[src/rtl/axis_pkt_gen.sv]
// AXI4-Stream traffic source: a programmable header beat followed by sequence-numbered
// payload beats, with backpressure, inter-packet gap and packet/byte statistics.
module axis_pkt_gen #(
  parameter int unsigned C_AXIS_DATA_WIDTH  = 512,
  parameter int unsigned C_AXIS_TUSER_WIDTH = 128,
  parameter int unsigned LEN_WIDTH          = 16,
  parameter int unsigned GAP_WIDTH          = 8
) (
  input  logic                              clk,
  input  logic                              aresetn,
  input  logic                              start,
  input  logic [C_AXIS_DATA_WIDTH-1:0]      cfg_hdr,
  input  logic [C_AXIS_TUSER_WIDTH-1:0]     cfg_tuser,
  input  logic [LEN_WIDTH-1:0]              cfg_pkt_beats,
  input  logic [C_AXIS_DATA_WIDTH/8-1:0]    cfg_last_keep,
  input  logic [31:0]                       cfg_num_pkts,
  input  logic [GAP_WIDTH-1:0]              cfg_gap,
  output logic [C_AXIS_DATA_WIDTH-1:0]      m_axis_tdata,
  output logic [C_AXIS_DATA_WIDTH/8-1:0]    m_axis_tkeep,
  output logic [C_AXIS_TUSER_WIDTH-1:0]     m_axis_tuser,
  output logic                              m_axis_tvalid,
  input  logic                              m_axis_tready,
  output logic                              m_axis_tlast,
  output logic                              busy,
  output logic                              done,
  output logic [63:0]                       stat_pkts,
  output logic [63:0]                       stat_bytes
);

  localparam int unsigned DW  = C_AXIS_DATA_WIDTH;
  localparam int unsigned KW  = C_AXIS_DATA_WIDTH / 8;
  localparam int unsigned TUW = C_AXIS_TUSER_WIDTH;
  localparam int unsigned LW  = LEN_WIDTH;
  localparam int unsigned GW  = GAP_WIDTH;

  typedef enum logic [2:0] {StIdle, StHdr, StPay, StGap, StDone} state_e;

  state_e          r_state, w_state_nxt;

  logic [DW-1:0]   r_tdata, w_tdata_nxt;
  logic [KW-1:0]   r_tkeep, w_tkeep_nxt;
  logic [TUW-1:0]  r_tuser, w_tuser_nxt;
  logic            r_tvalid, w_tvalid_nxt;
  logic            r_tlast, w_tlast_nxt;
  logic            r_busy, w_busy_nxt;
  logic            r_done, w_done_nxt;

  // Configuration captured at every header entry
  logic [LW-1:0]   r_beats, w_beats_nxt;
  logic [KW-1:0]   r_keep, w_keep_nxt;
  logic [31:0]     r_num, w_num_nxt;
  logic [GW-1:0]   r_gap, w_gap_nxt;

  logic [LW-1:0]   r_idx, w_idx_nxt;
  logic [63:0]     r_seq, w_seq_nxt;
  logic [31:0]     r_pkt_cnt, w_pkt_cnt_nxt;
  logic [GW-1:0]   r_gap_cnt, w_gap_cnt_nxt;
  logic [63:0]     r_stat_pkts, w_stat_pkts_nxt;
  logic [63:0]     r_stat_bytes, w_stat_bytes_nxt;

  logic            w_hs;
  logic            w_load_hdr;
  logic [LW-1:0]   w_in_beats;
  logic [KW-1:0]   w_in_keep;
  logic [LW-1:0]   w_idx_inc;
  logic            w_pay_last;
  logic [63:0]     w_pay_sum;
  logic [DW-1:0]   w_pay_data;
  logic [31:0]     w_pkt_cnt_inc;
  logic [63:0]     w_pop;

  assign w_hs          = r_tvalid & m_axis_tready;
  assign w_in_beats    = (cfg_pkt_beats == '0) ? LW'(1) : cfg_pkt_beats;
  assign w_in_keep     = (cfg_last_keep == '0) ? '1 : cfg_last_keep;
  assign w_idx_inc     = r_idx + LW'(1);
  assign w_pay_last    = (w_idx_inc == r_beats - LW'(1));
  assign w_pay_sum     = r_seq + 64'(w_idx_inc);
  assign w_pay_data    = DW'(w_pay_sum);
  assign w_pkt_cnt_inc = r_pkt_cnt + 32'd1;

  always_comb begin
    w_pop = '0;
    for (int i = 0; i < KW; i++) begin
      w_pop = w_pop + 64'(r_tkeep[i]);
    end
  end

  always_comb begin
    w_state_nxt      = r_state;
    w_tdata_nxt      = r_tdata;
    w_tkeep_nxt      = r_tkeep;
    w_tuser_nxt      = r_tuser;
    w_tvalid_nxt     = r_tvalid;
    w_tlast_nxt      = r_tlast;
    w_beats_nxt      = r_beats;
    w_keep_nxt       = r_keep;
    w_num_nxt        = r_num;
    w_gap_nxt        = r_gap;
    w_idx_nxt        = r_idx;
    w_seq_nxt        = r_seq;
    w_pkt_cnt_nxt    = r_pkt_cnt;
    w_gap_cnt_nxt    = r_gap_cnt;
    w_stat_pkts_nxt  = r_stat_pkts;
    w_stat_bytes_nxt = w_hs ? (r_stat_bytes + w_pop) : r_stat_bytes;
    w_load_hdr       = 1'b0;

    unique case (r_state)
      StIdle: begin
        if (start) w_load_hdr = 1'b1;
      end
      StHdr, StPay: begin
        // Beat registers only move on a handshake, keeping the AXI hold rule
        if (w_hs) begin
          if (r_tlast) begin
            w_tvalid_nxt    = 1'b0;
            w_tlast_nxt     = 1'b0;
            w_seq_nxt       = r_seq + 64'd1;
            w_stat_pkts_nxt = r_stat_pkts + 64'd1;
            w_pkt_cnt_nxt   = w_pkt_cnt_inc;
            if ((r_num != '0) && (w_pkt_cnt_inc == r_num)) begin
              w_state_nxt = StDone;
            end else if (!start) begin
              w_state_nxt = StIdle;
            end else if (r_gap != '0) begin
              w_state_nxt   = StGap;
              w_gap_cnt_nxt = r_gap;
            end else begin
              w_load_hdr = 1'b1;
            end
          end else begin
            w_state_nxt = StPay;
            w_idx_nxt   = w_idx_inc;
            w_tdata_nxt = w_pay_data;
            w_tuser_nxt = '0;
            w_tlast_nxt = w_pay_last;
            w_tkeep_nxt = w_pay_last ? r_keep : '1;
          end
        end
      end
      StGap: begin
        if (r_gap_cnt <= GW'(1)) begin
          if (start) w_load_hdr = 1'b1;
          else       w_state_nxt = StIdle;
        end else begin
          w_gap_cnt_nxt = r_gap_cnt - GW'(1);
        end
      end
      StDone: begin
        if (!start) begin
          w_state_nxt   = StIdle;
          w_pkt_cnt_nxt = '0;
        end
      end
      default: w_state_nxt = StIdle;
    endcase

    if (w_load_hdr) begin
      w_state_nxt  = StHdr;
      w_beats_nxt  = w_in_beats;
      w_keep_nxt   = w_in_keep;
      w_num_nxt    = cfg_num_pkts;
      w_gap_nxt    = cfg_gap;
      w_idx_nxt    = '0;
      w_tdata_nxt  = cfg_hdr;
      w_tuser_nxt  = cfg_tuser;
      w_tvalid_nxt = 1'b1;
      w_tlast_nxt  = (w_in_beats == LW'(1));
      w_tkeep_nxt  = (w_in_beats == LW'(1)) ? w_in_keep : '1;
    end

    w_busy_nxt = (w_state_nxt == StHdr) || (w_state_nxt == StPay) || (w_state_nxt == StGap);
    w_done_nxt = (w_state_nxt == StDone);
  end

  always_ff @(posedge clk) begin
    if (!aresetn) begin
      r_state      <= StIdle;
      r_tdata      <= '0;
      r_tkeep      <= '0;
      r_tuser      <= '0;
      r_tvalid     <= 1'b0;
      r_tlast      <= 1'b0;
      r_busy       <= 1'b0;
      r_done       <= 1'b0;
      r_beats      <= LW'(1);
      r_keep       <= '1;
      r_num        <= '0;
      r_gap        <= '0;
      r_idx        <= '0;
      r_seq        <= 64'd1;
      r_pkt_cnt    <= '0;
      r_gap_cnt    <= '0;
      r_stat_pkts  <= '0;
      r_stat_bytes <= '0;
    end else begin
      r_state      <= w_state_nxt;
      r_tdata      <= w_tdata_nxt;
      r_tkeep      <= w_tkeep_nxt;
      r_tuser      <= w_tuser_nxt;
      r_tvalid     <= w_tvalid_nxt;
      r_tlast      <= w_tlast_nxt;
      r_busy       <= w_busy_nxt;
      r_done       <= w_done_nxt;
      r_beats      <= w_beats_nxt;
      r_keep       <= w_keep_nxt;
      r_num        <= w_num_nxt;
      r_gap        <= w_gap_nxt;
      r_idx        <= w_idx_nxt;
      r_seq        <= w_seq_nxt;
      r_pkt_cnt    <= w_pkt_cnt_nxt;
      r_gap_cnt    <= w_gap_cnt_nxt;
      r_stat_pkts  <= w_stat_pkts_nxt;
      r_stat_bytes <= w_stat_bytes_nxt;
    end
  end

  assign m_axis_tdata  = r_tdata;
  assign m_axis_tkeep  = r_tkeep;
  assign m_axis_tuser  = r_tuser;
  assign m_axis_tvalid = r_tvalid;
  assign m_axis_tlast  = r_tlast;
  assign busy          = r_busy;
  assign done          = r_done;
  assign stat_pkts     = r_stat_pkts;
  assign stat_bytes    = r_stat_bytes;

endmodule

[config.mk]
export PLATFORM = sky130hd
export DESIGN_NAME = axis_pkt_gen
export DESIGN_NICKNAME = d
export VERILOG_FILES = /design/src/rtl/axis_pkt_gen.sv
export SDC_FILE = /design/constraint.sdc
export NUM_CORES = 2
export LEC_CHECK = 0
export CORE_AREA = 3 3 617 619
export CTS_CLUSTER_SIZE = 8
export DETAILED_ROUTE_END_ITERATION = 8
export DIE_AREA = 0 0 620 622
export PLACE_DENSITY = 0.3
export SYNTH_ARGS = -nofsm -noshare
export SYNTH_HDL_FRONTEND = slang
export SYNTH_SLANG_ARGS = --single-unit
[constraint.sdc]
create_clock -name clk -period 7 [get_ports clk]
set_input_delay 1.4 -clock clk [delete_from_list [all_inputs] [get_ports clk]]
set_output_delay 1.4 -clock clk [all_outputs]
set_load 0.01 [all_outputs]
==> impl_metrics.env <==
export IMPL_crit_top_cell="fa_1"
export IMPL_pin_count=1600
export IMPL_drive_gt1_frac=0.0631
export IMPL_first_pass_iters=5
export IMPL_grt_pass1_wl_um=446000
export IMPL_synth_top_area_share=0.486
export IMPL_rsz0062_at_grt="yes"
export IMPL_async_flop_share=0
export IMPL_cts_buffers=165
export IMPL_yosysWarnings=0
export IMPL_synth_area_top_cells="dfxtp_1 (49%), a22o_1 (11%), nor2_1 (3.8%)"
export IMPL_path_buf_inv=5
export IMPL_final_common_cell="clkdlybuf4s50_1"
export IMPL_grt_max_degree=183
export IMPL_fillers=41600
export IMPL_layout_cells_non_filler=11300
export IMPL_gr_total_overflow=0
export IMPL_placedCellCount=11000
export IMPL_leakage_nw=25.0
export IMPL_ys_ff_latch=1079
export IMPL_slew_viol_final=0
export IMPL_syn_area_mm2=0.0445
export IMPL_synth_edff_count=0
export IMPL_critical_path_class="reg -> reg"
export IMPL_vias=43200
export IMPL_cp_start_kind="flip-flop"
export IMPL_cp_end_kind="flip-flop"
export IMPL_drtIter0Drc=2524
export IMPL_via_per_inst=3.84
export IMPL_min_delay_start="m_axis_tdata[16]$_SDFFE_PN0P_"
export IMPL_die_x_um=620
export IMPL_status="finished clean"
export IMPL_worstPathMaxFanout=18
export IMPL_clock_latency_ps=860
export IMPL_whs_ps=473
export IMPL_start_util=0.118
export IMPL_ant_nets=0
export IMPL_fin_crit_sh=0.999
export IMPL_grtUsageTotal=0.172
export IMPL_antenna_found_initial=145
export IMPL_worstPathArrival_ps=7750
export IMPL_yosysSeqAreaShare=0.486
export IMPL_portBuffers=1599
export IMPL_ir_drop_mv=1.37
export IMPL_clk_pin_slew_worst_paths_ps=50
export IMPL_setup_viol=0
export IMPL_cp_cell_sequence="inv_2 > fa_1 > inv_2 > fa_2 > inv_2 > fa_1 > fa_1 > fa_1 > fa_1 > fa_1 > fa_1 > inv_1 > fa_2 > fa_2 > a21oi_2 > o21bai_1 > a21o_1 > a21o_1 > a21o_1 > a21oi_2 > or4_4 > buf_12 > or4_1 > a21oi_1"
export IMPL_fin_crit_ps=6990
export IMPL_synth_ff_type="dfxtp_1"
export IMPL_syn_mean_instance_area_um2=9.57
export IMPL_slowest_delay_ps=560
export IMPL_wire_per_inst_um=30.8
export IMPL_syn_to_final_growth_pct=59.1
export IMPL_design_die_area_mm2=0.386
export IMPL_cts_tree="done"
export IMPL_dp_hpwl_um=280000
export IMPL_yosys_cell_types_count=81
export IMPL_core_mm2=0.376
export IMPL_drcViolationCount=0
export IMPL_synth_top_area_cell="dfxtp_1"
export IMPL_grt_pass1_vias=43200
export IMPL_cts_sinks=1079
export IMPL_wl_um=347000
export IMPL_root_buffer="clkbuf_16"
export IMPL_r2r_start="m_axis_tkeep[35]$_SDFFE_PN0P_"
export IMPL_cts_hold_buf=0
export IMPL_postLayoutCoreUtil=0.188
export IMPL_clock_path_buffers=4
export IMPL_worst_pin_slew_ps=1380
export IMPL_worst_path_max_delay_cell="fa_1"
export IMPL_hp_class="reg -> reg"
export IMPL_postSynthCellCount=4649
export IMPL_htreeDepth=4
export IMPL_layout_common_cells="clkdlybuf4s50_1 (1598), dfxtp_1 (1074), a22o_1 (584)"
export IMPL_rows=225
export IMPL_required_ps=7760
export IMPL_p_per_area_mw_per_mm2=314
export IMPL_critPathTopFamily="adder cells"
export IMPL_final_nets=7061
export IMPL_hold_viol=0
export IMPL_maxCapViolations=0
export IMPL_cp_startpoint="m_axis_tkeep[35]$_SDFFE_PN0P_"
export IMPL_clock_fmax_mhz=143
export IMPL_relSlewSlack=0.0830
export IMPL_die_h_um=622
export IMPL_gp_congestion=0.917
export IMPL_synth_fp_nets=5521
export IMPL_fin_skew_ps=79.5
==> Yosys cell counts (69+ instances only) <==
cell	n
nor2_1	445
nand2_1	340
a21oi_1	200
nand4_1	77
clkbuf_1	178
xor2_1	124
o21ai_1	70
nand3_1	117
nor3_1	132
a22o_1	584
xnor2_1	166
buf_6	69
o21ai_0	184
buf_2	72
dfxtp_1	1079
inv_1	147
==> report_power, final <==
part           internal (mW)  switching, mW  leakage (nW)  total, mW
registers               6.52          0.273          8.84       6.80
logic                   3.69           3.96          13.9       7.65
clock network           4.51           3.28          2.30       7.80
==> kinds of logic after synthesis <==
group,count (synthesis),synth area share
muxes,3,0.000703
DFF,1079,0.486
buffers and inverters,492,0.0565
adders and majority gates,108,0.0400
and+or+nand+nor,1407,0.151
xor gates and xnor gates,292,0.0581
AOI/OAI and AO/OA,1268,0.208
==> per-layer routing <==
layer	track usage	wire length (µm)	up-vias
li1	-	-	19800
met1	0.169	119000	21300
met2	0.332	187000	1427
met3	0.0450	22300	568
met4	0.0794	18900	44
met5	0	288	-
==> metrics by stage <==
stage	setup slack (ps)	power [mW]	TNS [ps]	area, µm²
after floorplan	56.0	10.9	0	44500
after global placement	-160	13.9	-3830	65800
after detailed placement	-154	13.8	-2320	65800
after CTS	-25.1	22.2	-66.1	70500
after global routing	-271	23.6	-6090	70700
final	6.70	22.2	0	70800
==> layout make-up <==
| type | count | area (µm²) | area share |
|---|---|---|---|
| diodes | 34 | 85.1 | 0.00120 |
| clock buffers | 204 | 4480 | 0.0633 |
| clock inverters | 14 | 219 | 0.00309 |
| inverters | 148 | 563 | 0.00796 |
| multi-input cells | 3078 | 20500 | 0.290 |
| flip-flops and latches | 1079 | 21600 | 0.305 |
| well taps | 4994 | 6250 | 0.0883 |
| repair buffers | 1717 | 17000 | 0.241 |
==> what timing repair did <==
action	4_1_cts	5_1_grt
resized for setup	10	29
pin swaps	4	19
buffers inserted	2	6
cloned	0	1
endpoints found under the setup margin	52	56
==> worst paths after layout <==
| path | cells past startpoint | slack, ps | endpoint |
|---|---|---|---|
| worst min-delay path | 2 | 470 | m_axis_tdata[16]$_SDFFE_PN0P_ |
| worst min register to register | 2 | 470 | m_axis_tdata[16]$_SDFFE_PN0P_ |
| worst max-delay path | 24 | 7 | stat_bytes[56]$_SDFFE_PN0P_ |
| worst max register to register | 24 | 7 | stat_bytes[56]$_SDFFE_PN0P_ |
==> registers in the layout, summed over array words and instances (netlist names), 3 cells and up <==
name / cells
r_state: 3
r_seq: 64
r_beats: 16
stat_bytes: 64
stat_pkts: 64
r_gap_cnt: 8
m_axis_tkeep: 64
m_axis_tuser: 128
r_pkt_cnt: 32
m_axis_tdata: 512
r_gap: 8
r_idx: 16
r_num: 32
r_keep: 64
==> tightest hold or removal path, delay by kind of cell, from the launching register on <==
kind / cells / cell delay, ps
flops: 1 / 310
compound gates: 1 / 60
simple gates: 1 / 60
Note: power is estimated with default switching activity, not from simulation.
